### src/rtl/tiny16_pkg.sv
// Shared definitions for the tiny16 core: opcodes, sequencer states,
// instruction field positions and a small immediate helper.
package tiny16_pkg;

  typedef enum logic [3:0] {
    OP_NOP = 4'h0,
    OP_MOV = 4'h1,
    OP_LDI = 4'h2,
    OP_ADD = 4'h3,
    OP_SUB = 4'h4,
    OP_AND = 4'h5,
    OP_OR  = 4'h6,
    OP_XOR = 4'h7,
    OP_LD  = 4'h8,
    OP_ST  = 4'h9,
    OP_JMP = 4'hA,
    OP_JZ  = 4'hB,
    OP_HLT = 4'hF
  } opcode_e;

  typedef enum logic [2:0] {
    ST_FETCH     = 3'd0,
    ST_FETCH_REQ = 3'd1,
    ST_DECODE    = 3'd2,
    ST_EXEC      = 3'd3,
    ST_MEM       = 3'd4,
    ST_HALT      = 3'd5
  } state_e;

  // Instruction layout: [15:12] opcode, [11:9] dst, [8:6] src, [5:0] imm6
  localparam int OPC_MSB = 15;
  localparam int OPC_LSB = 12;
  localparam int DST_MSB = 11;
  localparam int DST_LSB = 9;
  localparam int SRC_MSB = 8;
  localparam int SRC_LSB = 6;
  localparam int IMM_MSB = 5;
  localparam int IMM_LSB = 0;

  function automatic logic [15:0] sext_imm6(input logic [5:0] imm);
    return {{10{imm[5]}}, imm};
  endfunction

endpackage

### src/rtl/alu16.sv
// Combinational ALU for the data ops: result = a op b, plus a zero flag.
// a is the destination operand, b the source operand.
module alu16
  import tiny16_pkg::*;
(
  input  logic [15:0] a,
  input  logic [15:0] b,
  input  logic [3:0]  op,
  output logic [15:0] result,
  output logic        zero
);

  // Select the operation; non-ALU opcodes produce zero and are never used.
  always_comb begin
    result = '0;
    case (op)
      OP_ADD:  result = a + b;
      OP_SUB:  result = a - b;
      OP_AND:  result = a & b;
      OP_OR:   result = a | b;
      OP_XOR:  result = a ^ b;
      default: result = '0;
    endcase
    zero = (result == 16'h0000);
  end

endmodule

### src/rtl/control_unit.sv
// tiny16 multi-cycle sequencer: FETCH -> FETCH_REQ -> DECODE -> EXEC [-> MEM].
// The PC lives in the register file as R0 (reset value 16'h0000 is held
// there, not here). Register reads are registered in the file, so a select
// driven in one cycle is visible on reg_src/reg_dst in the next.
//
// Memory handshake: mem_req qualifies mem_we/mem_addr/mem_wdata, which hold
// steady until the cycle mem_ack=1 closes the transfer; mem_req drops the
// following cycle, and mem_ack is ignored whenever mem_req is low.
module control_unit
  import tiny16_pkg::*;
(
  input  logic        clk,
  input  logic        rst,
  input  logic [15:0] reg_src,
  input  logic [15:0] reg_dst,
  output logic [2:0]  src_sel,
  output logic [2:0]  dst_sel,
  output logic        in_en,
  output logic        out_en,
  output logic        pc_inc,
  output logic [15:0] wb_data,
  output logic        mem_req,
  output logic        mem_we,
  output logic [15:0] mem_addr,
  output logic [15:0] mem_wdata,
  input  logic        mem_ack,
  input  logic [15:0] mem_rdata,
  output logic        halted,
  output logic [2:0]  fsm_state
);

  state_e      state, state_nx;
  logic [15:0] ir;
  logic        zf;
  logic        ir_load;
  logic        z_load;
  logic [15:0] alu_result;
  logic        alu_zero;

  opcode_e     opcode;
  logic [2:0]  ir_dst;
  logic [2:0]  ir_src;
  logic [5:0]  ir_imm;

  assign opcode = opcode_e'(ir[OPC_MSB:OPC_LSB]);
  assign ir_dst = ir[DST_MSB:DST_LSB];
  assign ir_src = ir[SRC_MSB:SRC_LSB];
  assign ir_imm = ir[IMM_MSB:IMM_LSB];

  alu16 u_alu (
    .a      (reg_dst),
    .b      (reg_src),
    .op     (ir[OPC_MSB:OPC_LSB]),
    .result (alu_result),
    .zero   (alu_zero)
  );

  // State register, instruction register and zero flag.
  always_ff @(posedge clk) begin
    if (rst) begin
      state <= ST_FETCH;
      ir    <= '0;
      zf    <= 1'b0;
    end else begin
      state <= state_nx;
      if (ir_load) ir <= mem_rdata;
      if (z_load)  zf <= alu_zero;
    end
  end

  // Next state and all control outputs; everything is forced low during reset
  // so an interrupted transfer is dropped immediately.
  always_comb begin
    state_nx  = state;
    src_sel   = '0;
    dst_sel   = '0;
    in_en     = 1'b0;
    out_en    = 1'b0;
    pc_inc    = 1'b0;
    wb_data   = '0;
    mem_req   = 1'b0;
    mem_we    = 1'b0;
    mem_addr  = '0;
    mem_wdata = '0;
    halted    = 1'b0;
    ir_load   = 1'b0;
    z_load    = 1'b0;
    fsm_state = '0;
    if (!rst) begin
      fsm_state = state;
      case (state)
        ST_FETCH: begin
          src_sel  = 3'd0;
          state_nx = ST_FETCH_REQ;
        end
        ST_FETCH_REQ: begin
          // src_sel stays at R0 so reg_src (the PC) is stable while waiting.
          mem_req  = 1'b1;
          mem_addr = reg_src;
          if (mem_ack) begin
            ir_load  = 1'b1;
            pc_inc   = 1'b1;
            state_nx = ST_DECODE;
          end
        end
        ST_DECODE: begin
          src_sel  = ir_src;
          dst_sel  = ir_dst;
          state_nx = ST_EXEC;
        end
        ST_EXEC: begin
          src_sel  = ir_src;
          dst_sel  = ir_dst;
          state_nx = ST_FETCH;
          case (opcode)
            OP_MOV: begin
              in_en   = 1'b1;
              wb_data = reg_src;
            end
            OP_LDI: begin
              in_en   = 1'b1;
              wb_data = sext_imm6(ir_imm);
            end
            OP_ADD, OP_SUB, OP_AND, OP_OR, OP_XOR: begin
              in_en   = 1'b1;
              wb_data = alu_result;
              z_load  = 1'b1;
            end
            OP_JMP: begin
              dst_sel = 3'd0;
              in_en   = 1'b1;
              wb_data = reg_src;
            end
            OP_JZ: begin
              if (zf) begin
                dst_sel = 3'd0;
                in_en   = 1'b1;
                wb_data = reg_src;
              end
            end
            OP_LD, OP_ST: state_nx = ST_MEM;
            OP_HLT:       state_nx = ST_HALT;
            default:      state_nx = ST_FETCH;
          endcase
        end
        ST_MEM: begin
          src_sel = ir_src;
          dst_sel = ir_dst;
          mem_req = 1'b1;
          if (opcode == OP_ST) begin
            mem_we    = 1'b1;
            mem_addr  = reg_dst;
            mem_wdata = reg_src;
            out_en    = 1'b1;
            if (mem_ack) state_nx = ST_FETCH;
          end else begin
            mem_addr = reg_src;
            if (mem_ack) begin
              in_en    = 1'b1;
              wb_data  = mem_rdata;
              state_nx = ST_FETCH;
            end
          end
        end
        ST_HALT: begin
          halted   = 1'b1;
          state_nx = ST_HALT;
        end
        default: state_nx = ST_FETCH;
      endcase
    end
  end

endmodule

### config.mk
export PLATFORM = sky130hd
export DESIGN_NAME = control_unit
export DESIGN_NICKNAME = d
export VERILOG_FILES = /design/src/rtl/tiny16_pkg.sv /design/src/rtl/alu16.sv /design/src/rtl/control_unit.sv
export SDC_FILE = /design/constraint.sdc
export NUM_CORES = 1
export LEC_CHECK = 0
export ABC_CLOCK_PERIOD_IN_PS = 5230
export CORE_MARGIN = 2
export CORE_UTILIZATION = 49
export CTS_CLUSTER_DIAMETER = 100
export DETAILED_ROUTE_END_ITERATION = 16
export GPL_ROUTABILITY_DRIVEN = 0
export HOLD_SLACK_MARGIN = 0.08
export PLACE_DENSITY = 0.87
export SYNTH_ARGS = -nofsm -noshare
export SYNTH_HDL_FRONTEND = slang
export SYNTH_SLANG_ARGS = --single-unit
### constraint.sdc
create_clock -name clk -period 5.23 [get_ports clk]
set_input_delay 0.7845 -clock clk [delete_from_list [all_inputs] [get_ports clk]]
set_output_delay 0.7845 -clock clk [all_outputs]
set_load 0.01 [all_outputs]
==> out/metrics.sh, run 1 <==
STATUS='complete, but fails checks'
VIOLATIONS='negative setup slack'
POSTLAYOUTCELLAREA_UM2=5300
CP.ARRIVAL_PS=4460
CRITICAL_PATH_PEAK_FANOUT=4
GRT_USE_TOTAL_PCT=32.0
HTREE_LEVELS=1
POWER_LEAKAGE_nW=2.14
NUMBER_OF_ENABLE_FLIP_FLOP_CELLS_AFTER_SYNTHESIS=0
SYNTH.TOP_CELL.AREA_SHARE_PCT=16.4
CORE_AREA_UM2=7250
POST-PLACE-CELLS=745
CTS.ROOT.BUFFER_CELL='clkbuf_8'
POST_ROUTE_CELLS_DRIVE_ABOVE_1_SHARE_PCT=12.1
CTS_HOLD_REPAIR.BUFFERS=0
FINAL_CELLS=751
AREA_GROWTH_PCT=44.3
FINAL_REPORT_SETUP_VIOLATION_COUNT=1
CTS_MAX_PATH_BUFFERS=2
ROUTE.DETAILED.VIAS_PER_INST=6.45
MAX-SLEW-MARGIN-REL_PCT=33.3
WORST_CLOCK_SKEW_PS=4.46
FINAL_CORE_UTILIZATION_PCT=73.1
YS_TOP_CELLS_BY_AREA='ha_1, dfxtp_1, a21oi_1'
SYNTHCELLS=522
DETAILEDROUTE.FIRSTITERATIONVIOLATIONS=415
MAIN_COMBINATIONAL_CELL_FAMILY_BY_AREA_AFTER_SYNTHESIS='compound AO/OA/AOI/OAI gates'
DPL-INSTANCE-AREA_UM2=5130
P_SW_SHARE_PCT=39.1
AVGSYNTHCELLAREA_UM2=7.04
UNREPAIRED_SETUP_ENDPOINTS_AFTER_GLOBAL_ROUTING='true'
ASYNC_RESET_FF_SHARE_PCT=0
VIAS=4843
FINAL_LAYOUT_WORST_HOLD_SLACK_PS=473
SYNTH_TOP_FLOP_CELL='dfxtp_1'
POST_SYNTH_INSTANCE_AREA_UM2=3670
FINAL_WL_MM=13.9
YOSYS_WARNINGS=0
WORST-SLEW-PIN-TRANSITION_PS=999
TCRIT_TCLK_FINAL_PCT=100
GRT_MOST_USED_LAYER='met2'
DRC_ERRORS=0
MULTIPLEXER_SHARE_OF_THE_SYNTHESIZED_AREA_PCT=4.40
TMIN_FINAL_PS=5250
DIE_WIDTH_UM=90.6
TRITONCTS.NUM_BUFFERS=3
CLK_LATENCY_PS=260
WORST_HOLD_PATH_TYPE='reg2reg'
IO_PINS=114
GRT_START_MAX_NET_PINS=47
SYNTH.LIB_CELLS_USED.DISTINCT=58
ROWS=31
HPWLAFTERDP_MM=10.3
VDD_IR_DROP_MAX_V=0.000108
DIE_HEIGHT_UM=90.6
YOSYSSEQAREASHARE_PCT=10.9
TRITONCTS='yes'
CRIT_PATH_END_KIND='output port'
MAX-CAP-VIOLATIONS=0
DRT-PASS1-ITER-COUNT=8
TOTALNEGATIVESETUPSLACK_PS=-18.5
SHARE_CLK_OF_TOTAL_POWER_PCT=20.7
SLEW_VIOL_FINAL=0
GRT_FIRST_PASS_WIRELENGTH_MM=22.2
REQUIRED_TIME_AT_THE_ENDPOINT_OF_THE_CRITICAL_PATH_PS=4450
TIMING.FMAX_MHz=191
FINALNETCOUNT=753
SWITCHINGPOWER_W=0.000295
FINAL_CRITICAL_PATH_SETUP_SLACK_PS=-18.5
FLOORPLAN.DIE_AREA_UM2=8200
PWR-SHARE-COMB_PCT=56.9
CLKSLEWWORSTSETUPHOLDPATHS_PS=70
GLOBAL_ROUTE.OVERFLOW_TOTAL=0
POSTSYNTHNETCOUNT=622
NUMPORTBUFFERS=113
SYNTH_XOR_AREA_SHARE_PCT=5.49
NUM_ANTENNA_CELLS=0
GRTUSAGEMET1_PCT=39.1
CTS.SINK_COUNT=20
DETAIL-ROUTE-ANTENNA-NETS=0
TIMING_WORST_SETUP_PATH_TYPE='in2out'
SEQUENTIALPOWERSHARE_PCT=22.4
HOLD_VIOL_FINAL=0
AVGROUTEDWIREPERCELL_UM=18.6
POST_SYNTH_AND_OR_NAND_NOR_AREA_FRACTION_PCT=22.2
SYNTH.LARGEST_AREA_CELL='ha_1'
ADDER_AND_MAJORITY_CELL_FRACTION_OF_THE_SYNTHESIZED_AREA_PCT=16.9
GRT_PASS1_VIAS=4539
GRT_UTIL_MET3_PCT=4.59
POSTSYNTHREGISTERBITS=20
GRT_ANTENNA_BEFORE_REPAIR=0
POWER_REPORT.INTERNAL_TOTAL_W=0.000460
SYNTH_COMPOUND_AREA_SHARE_PCT=32.0
P_PER_AREA_nW_PER_UM2=142
STARTING_UTILIZATION_OF_THE_CORE_AREA_PCT=50.6
START_KIND='input pin'
GR-USAGE-MET2_PCT=55.8
power groups by stage:
stage / clock network [W] / logic [W] / registers [W]
floorplan: 0 / 0.000237 / 0.000168
global placement: 0 / 0.000383 / 0.000172
detailed placement: 0 / 0.000398 / 0.000172
CTS: 0.000155 / 0.000403 / 0.000169
global route: 0.000162 / 0.000462 / 0.000170
finish: 0.000156 / 0.000430 / 0.000169
critical path, stage by stage:
cell and delay (ps):
clkdlybuf4s50_1 500, inv_1 70, ha_2 190, nand3_1 150
nor2b_1 180, xnor2_1 130, ha_1 300, a21oi_1 210
nand2_1 120, o2111ai_2 240, nand2_1 140, xnor2_1 260
o22ai_1 190, a211oi_2 240, a2bb2oi_1 180, nor2_1 60
clkdlybuf4s50_1 510
cells in the mapped netlist, types with 6 or more instances:
master,count
clkbuf_1,24
ha_1,48
dfxtp_1,20
and2_1,9
o22ai_1,15
a21oi_1,50
nor2_1,51
nor4_1,18
a31oi_1,8
nand2_1,32
xnor2_1,19
inv_1,40
nor2b_1,6
a22oi_1,29
nor3_1,11
nand2b_1,10
nand3_1,7
a21o_1,8
o21ai_0,17
a22o_1,16
buf_2,7
mux2i_1,15
layer usage:
layer  vias to the layer above  wire length, um
met2                       315             6700
met1                      2268             5420
met3                        92             1080
met5                         -                0
li1                       2168                -
met4                         0              738
through the flow:
stage	total power, W	setup WS (ps)
after CTS	0.000727	0.0977
after floorplan	0.000405	1110
final	0.000755	-18.5
after detailed placement	0.000570	-114
after global routing	0.000794	-137
after global placement	0.000555	15.6
cells by family after synthesis:
family          Yosys count
compound gates          176
simple gates            162
buf+inv                  76
fa+ha+maj                49
xor+xnor                 23
flops                    20
mux                      16
final timing paths:
kind / from / to / slack, ps / depth (start not counted)
worst min register to register: ir[6] / ir[6] / 470 / 1
worst max-delay path: reg_src[1] / wb_data[9] / -20 / 17
worst max register to register: ir[15] / zf / 1510 / 16
worst min-delay path: ir[6] / ir[6] / 470 / 1
state kept, by name (all words and copies together), names as in the netlist:
name   cells
ir        16
state      3
zf         1
layout by cell type (no fill, tap or decap), types with 9 or more instances in the layout:
cell type        count
clkdlybuf4s50_1    108
nor2_1              50
buf_4               48
ha_1                45
a21oi_1             43
inv_1               40
nand2_1             32
a22oi_1             29
dfxtp_1             20
xnor2_1             19
nor4_1              18
a22o_1              16
mux2i_1             15
o22ai_1             15
o21ai_0             14
nand2b_1            10
nor3_1               9
and2_1               9
cell type report:
| class | instances | area [um^2] |
|---|---|---|
| Sequential cell | 20 | 400 |
| Clock buffer | 3 | 41.3 |
| Inverter | 41 | 154 |
| Multi-Input combinational cell | 426 | 3050 |
| Timing Repair Buffer | 161 | 1500 |
| Fill cell | 529 | 1950 |
| Clock inverter | 1 | 30.0 |
| Tap cell | 99 | 124 |
timing repair:
action | 4_1_cts | 5_1_grt
pin swaps | 1 | 4
setup buffers | 0 | 2
cloned | 0 | 0
endpoints found under the setup margin | 3 | 8
resized for setup | 6 | 22
No activity file was read; power rests on OpenSTA's default activity.
==> run 2: changes to the inputs <==
--- a/config.mk
+++ b/config.mk
@@ -6,12 +6,14 @@
 export NUM_CORES = 1
 export LEC_CHECK = 0
 export ABC_CLOCK_PERIOD_IN_PS = 5230
+export CELL_PAD_IN_SITES_DETAIL_PLACEMENT = 1
+export CELL_PAD_IN_SITES_GLOBAL_PLACEMENT = 1
 export CORE_MARGIN = 2
-export CORE_UTILIZATION = 49
+export CORE_UTILIZATION = 34
 export CTS_CLUSTER_DIAMETER = 100
 export DETAILED_ROUTE_END_ITERATION = 16
 export GPL_ROUTABILITY_DRIVEN = 0
-export HOLD_SLACK_MARGIN = 0.08
+export HOLD_SLACK_MARGIN = 0.06
 export PLACE_DENSITY = 0.87
 export SYNTH_ARGS = -nofsm -noshare
 export SYNTH_HDL_FRONTEND = slang
==> out/metrics.sh, run 2 (same netlist as run 1, synthesis figures left out) <==
STATUS='completed'
POWER_LEAKAGE_nW=2.18
GRT_PASS1_VIAS=5055
CRIT_PATH_END_KIND='output port'
GRT_USE_TOTAL_PCT=27.7
REGMOSTFLOPS='ir'
HTREE_LEVELS=1
GLOBAL_ROUTE.OVERFLOW_TOTAL=0
DETAILEDROUTE.FIRSTITERATIONVIOLATIONS=299
P_PER_AREA_nW_PER_UM2=139
IO_PINS=114
TIMING.FMAX_MHz=194
WORST_HOLD_PATH_TYPE='reg2reg'
CRITICAL_PATH_PEAK_FANOUT=4
CP.BUFFERS_INVERTERS=5
FINAL_LAYOUT_WORST_HOLD_SLACK_PS=475
CTS.SINK_COUNT=20
FINALNETCOUNT=762
DRC_ERRORS=0
TRITONCTS='yes'
GRT_ANTENNA_BEFORE_REPAIR=0
SETUP.REG_TO_REG.WORST_SLACK_PS=1430
SLEW_VIOL_FINAL=0
DRT-PASS1-ITER-COUNT=5
REG.LARGEST.LIST='ir x16, state x3, zf x1'
CTS_HOLD_REPAIR.BUFFERS=0
ROUTE.DETAILED.VIAS_PER_INST=6.07
TRITONCTS.NUM_BUFFERS=3
MOSTFREQUENTLAYOUTCELL='clkdlybuf4s50_1'
FLOORPLAN.DIE_AREA_UM2=11600
CRIT_PATH_MAX_INCR_DELAY_PS=480
WORST_PATH_CELL_WITH_THE_LONGEST_STAGE_DELAY='clkdlybuf4s50_1'
CLK_LATENCY_PS=260
TCRIT_TCLK_FINAL_PCT=98.5
MIN_FROM='ir[9]'
FINAL_CORE_UTILIZATION_PCT=51.8
NUM_ANTENNA_CELLS=0
HPWLAFTERDP_MM=12.8
CELL_DEPTH_OF_THE_WORST_HOLD_PATH=1
HOLDPATHEND='ir[9]'
CP.ARRIVAL_PS=4370
RR_WORST_DEPTH=15
AREA_GROWTH_PCT=46.8
FINAL_REPORT_SETUP_VIOLATION_COUNT=0
CLKSLEWWORSTSETUPHOLDPATHS_PS=70
NUMPORTBUFFERS=113
AVGROUTEDWIREPERCELL_UM=21.0
WORSTSETUPSTARTPOINT='reg_src[0]'
WORSTREG2REGEND='zf'
GRT_MOST_USED_LAYER='met2'
GRTUSAGEMET1_PCT=33.1
HOLD_VIOL_FINAL=0
MOSTFREQUENTLAYOUTCELLS='clkdlybuf4s50_1, buf_4, nor2_1'
TIMING_WORST_SETUP_PATH_TYPE='in2out'
GRT_START_MAX_NET_PINS=32
GR-USAGE-MET2_PCT=50.7
CRITICAL-PATH-TOP-DELAY-FAMILY='compound AO/OA/AOI/OAI gates'
DIE_HEIGHT_UM=108
STARTING_UTILIZATION_OF_THE_CORE_AREA_PCT=35.3
NUMBER_OF_FLIP_FLOPS_IN_THE_LARGEST_REGISTER=16
MAX-CAP-VIOLATIONS=0
VDD_IR_DROP_MAX_V=0.0000920
START_KIND='input pin'
WORST_R2R_STARTPOINT='ir[12]'
WORST_CLOCK_SKEW_PS=4.90
GRT_FIRST_PASS_WIRELENGTH_MM=25.8
TMIN_FINAL_PS=5150
POST_ROUTE_CELLS_DRIVE_ABOVE_1_SHARE_PCT=12.7
DIE_WIDTH_UM=108
CTS_MAX_PATH_BUFFERS=2
MAX-SLEW-MARGIN-REL_PCT=29.3
ROWS=37
TIMING.CRITICAL_PATH.CELLS='clkdlybuf4s50_1, inv_1, ha_2, buf_4, a31oi_2, xnor2_1, ha_2, o21ai_0, a21oi_2, o2111a_1, buf_4, nor3_2, xor2_1, o21ai_1, a211o_1, a22oi_1, nor2_1, dlygate4sd2_1'
VIAS=4834
GRT_UTIL_MET3_PCT=3.81
FINAL_WL_MM=16.7
WORST-SLEW-PIN-TRANSITION_PS=1060
TOTAL_CHIP_POWER_W=0.000748
CTS.ROOT.BUFFER_CELL='clkbuf_8'
DETAIL-ROUTE-ANTENNA-NETS=0
REQUIRED_TIME_AT_THE_ENDPOINT_OF_THE_CRITICAL_PATH_PS=4450
CORE_AREA_UM2=10400
==> run 2: cell count changes in the layout (fill, tap and decap cells not counted), moves of 2 or more <==
cell / delta
nor3_2: -2
buf_4: +9
a21oi_1: +3
dlygate4sd2_1: +4
a21oi_2: -3
clkdlybuf4s50_1: -3
==> run 2: repair_timing <==
action / 4_1_cts / 5_1_grt
hold endpoints to repair: 0 / 0
setup endpoints to repair: 7 / 11
gates resized for setup: 12 / 20
buffers inserted: 1 / 4
pin swaps: 3 / 9
==> run 2: worst max-delay path by stage <==
stage,end,slack [ps],cells after the start
global route,wb_data[10],-60,17
global placement,wb_data[15],-120,19
floorplan,wb_data[15],1110,16
finish,wb_data[10],80,18
detailed placement,wb_data[15],-380,19
CTS,wb_data[15],-40,19
==> run 2: layout make-up <==
type	instances	area, um^2
fill	1314	5020
multi-input combinational	426	3060
timing repair buffer	170	1560
sequential	20	400
tap	136	170
inverter	41	154
clock buffer	4	55.1
==> run 2: stage by stage <==
step	worst slack (ps)	instance area, um^2	instances	setup TNS, ps
floorplan	1110	3670	522	0
global placement	-116	5220	788	-349
detailed placement	-380	5220	788	-934
CTS	-36.5	5290	793	-36.5
global route	-62.9	5390	797	-246
finish	77.4	5390	797	0
==> run 2: per-layer routing <==
layer  part of all wire, %  wire length, um
met3                   5.7              946
met4                   3.2              542
met5                     0                0
met1                    40             6680
met2                    51             8540
==> run 2: power by group <==
group	total [W]	switching (W)	internal (W)
Combinational	0.000457	0.000249	0.000208
Sequential	0.000170	0.00000906	0.000161
Clock	0.000122	0.0000544	0.0000671
==> run 3: changes to the inputs <==
--- a/config.mk
+++ b/config.mk
@@ -5,7 +5,7 @@
 export SDC_FILE = /design/constraint.sdc
 export NUM_CORES = 1
 export LEC_CHECK = 0
-export ABC_CLOCK_PERIOD_IN_PS = 5230
+export ABC_CLOCK_PERIOD_IN_PS = 5700
 export CELL_PAD_IN_SITES_DETAIL_PLACEMENT = 1
 export CELL_PAD_IN_SITES_GLOBAL_PLACEMENT = 1
 export CORE_MARGIN = 2
==> constraint.sdc (replaced) <==
create_clock -name clk -period 5.7 [get_ports clk]
set_input_delay 0.855 -clock clk [delete_from_list [all_inputs] [get_ports clk]]
set_output_delay 0.855 -clock clk [all_outputs]
set_load 0.01 [all_outputs]
==> out/metrics.sh, run 3 (same netlist as run 1, synthesis figures left out) <==
VIAS=4531
TMIN_FINAL_PS=5580
DETAILEDROUTE.FIRSTITERATIONVIOLATIONS=284
POWER_REPORT.INTERNAL_TOTAL_W=0.000398
IO_PINS=114
REGAREA_UM2=400
DIE_HEIGHT_UM=108
DETAIL-ROUTE-ANTENNA-NETS=0
ROWS=37
CRITICAL_PATH_PEAK_FANOUT=5
FINALNETCOUNT=726
HTREE_LEVELS=1
WORST_HOLD_PATH_TYPE='reg2reg'
AVGROUTEDWIREPERCELL_UM=19.9
FINAL_WL_MM=15.1
STATUS='completed'
REG.LARGEST.LIST='ir x16, state x3, zf x1'
REQUIRED_TIME_AT_THE_ENDPOINT_OF_THE_CRITICAL_PATH_PS=4850
POSTLAYOUTCELLAREA_UM2=5080
TIMING.CRITICAL_PATH.CELLS='clkdlybuf4s50_1, buf_4, nor3_2, and3_2, nor2_1, xnor2_1, ha_1, o21ai_0, nor2_1, o2111a_1, nor4_1, o21bai_1, xor2_1, a22oi_1, a21o_1, a21oi_1, clkdlybuf4s50_1'
FLOORPLAN.DIE_AREA_UM2=11600
TOTAL_CHIP_POWER_W=0.000661
CRITICAL-PATH-TOP-DELAY-FAMILY='buffers and inverters'
MULTI_INPUT_AREA_UM2=3000
TIMING_WORST_SETUP_PATH_TYPE='in2out'
TRITONCTS='yes'
FINAL_CELLS=762
WORST_CLOCK_SKEW_PS=2.24
SLEW_VIOL_FINAL=0
GRT_USE_TOTAL_PCT=25.6
AREA_GROWTH_PCT=38.4
FINAL_REPORT_SETUP_VIOLATION_COUNT=0
STARTING_UTILIZATION_OF_THE_CORE_AREA_PCT=35.3
HPWLAFTERDP_MM=11.6
GLOBAL_ROUTE.OVERFLOW_TOTAL=0
START_KIND='input pin'
TIMING.FMAX_MHz=179
CTS.SINK_COUNT=20
WORST_PATH_CELL_WITH_THE_LONGEST_STAGE_DELAY='clkdlybuf4s50_1'
VDD_IR_DROP_MAX_V=0.000101
TRITONCTS.NUM_BUFFERS=3
MOSTFREQUENTLAYOUTCELL='clkdlybuf4s50_1'
CRIT_PATH_MAX_INCR_DELAY_PS=570
MAX-CAP-VIOLATIONS=0
CTS.ROOT.BUFFER_CELL='clkbuf_8'
SHARE_CLK_OF_TOTAL_POWER_PCT=21.6
NUM-FILL-CELLS=1335
POST-PLACE-CELLS=756
PWR-SHARE-COMB_PCT=54.9
GRT_START_MAX_NET_PINS=47
CP.ARRIVAL_PS=4720
CRIT_PATH_END_KIND='output port'
CTS_HOLD_REPAIR.BUFFERS=0
REGMOSTFLOPS='ir'
POWER_LEAKAGE_nW=1.94
POST_ROUTE_CELLS_DRIVE_ABOVE_1_SHARE_PCT=6.24
HOLD_VIOL_FINAL=0
DPL-INSTANCE-AREA_UM2=4980
UNREPAIRED_SETUP_ENDPOINTS_AFTER_GLOBAL_ROUTING='false'
NUMBER_OF_FLIP_FLOPS_IN_THE_LARGEST_REGISTER=16
CLKSLEWWORSTSETUPHOLDPATHS_PS=80
CTS_MAX_PATH_BUFFERS=2
MAX-SLEW-MARGIN-REL_PCT=28.7
SEQUENTIALPOWERSHARE_PCT=23.6
P_SW_SHARE_PCT=39.8
ROUTE.DETAILED.VIAS_PER_INST=5.95
GRT_PASS1_VIAS=4686
MOSTFREQUENTLAYOUTCELLS='clkdlybuf4s50_1, nor2_1, a21oi_1'
DRC_ERRORS=0
P_PER_AREA_nW_PER_UM2=130
NUMPORTBUFFERS=113
CORE_AREA_UM2=10400
CP.BUFFERS_INVERTERS=3
WORST-SLEW-PIN-TRANSITION_PS=1070
TCRIT_TCLK_FINAL_PCT=97.9
CLK_LATENCY_PS=260
GRT_ANTENNA_BEFORE_REPAIR=1
DIE_WIDTH_UM=108
SWITCHINGPOWER_W=0.000263
DRT-PASS1-ITER-COUNT=5
GRT_FIRST_PASS_WIRELENGTH_MM=24.0
==> run 3: cell count changes in the layout (fill, tap and decap cells not counted), sizes merged <==
cell           delta
buf              -37
bufinv            +1
clkbuf            -1
clkdlybuf4s50     +7
diode             +1
dlygate4sd2       -3
dlymetal6s2s      -3
==> run 3: worst paths after layout <==
path | depth (start not counted) | slack, ps | to | startpoint
min reg2reg | 1 | 470 | ir[10] | ir[10]
max | 17 | 120 | wb_data[12] | reg_src[1]
max reg2reg | 15 | 1850 | zf | ir[12]
min | 1 | 470 | ir[10] | ir[10]
==> run 3: metal layers <==
metal | vias to the layer above | track usage, % | part of all wire, % | wire, um
met4 | 0 | 6.87 | 3.1 | 466
met2 | 158 | 46.2 | 51 | 7640
li1 | 2115 | - | - | -
met1 | 2227 | 32.3 | 42 | 6300
met3 | 31 | 2.36 | 4.7 | 717
met5 | - | 0 | 0 | 0
==> run 3: power by group through the flow <==
stage                     Combinational [W]  Sequential (W)  Clock (W)
after floorplan                    0.000218        0.000154          0
after global placement             0.000335        0.000158          0
after detailed placement           0.000351        0.000159          0
after CTS                          0.000354        0.000156   0.000144
after global routing               0.000396        0.000157   0.000151
final                              0.000363        0.000156   0.000143
==> run 3: what timing repair did <==
item                       4_1_cts  5_1_grt
gates resized for setup          3        5
pin swaps                        0        1
setup endpoints to repair        1        5
cloned                           0        0
hold endpoints to repair         0        0
buffers inserted                 0        1
==> run 3: area by class of cell <==
type,instances,area share (%)
multi-input combinational,426,59.0
timing repair buffer,134,25.3
sequential,20,7.88
tap,136,3.35
inverter,41,3.03
clock buffer,3,0.812
clock inverter,1,0.591
antenna,1,0.0492
==> run 3: metrics by stage <==
stage	utilization (%)	hold slack [ps]	setup TNS [ps]	worst slack [ps]
final	48.8	468	0	121
after global routing	48.8	504	0	10.7
after CTS	48.6	475	0	71.1
after detailed placement	47.8	448	-41.0	-41.0
after global placement	47.8	450	0	211
after floorplan	-	434	0	1480
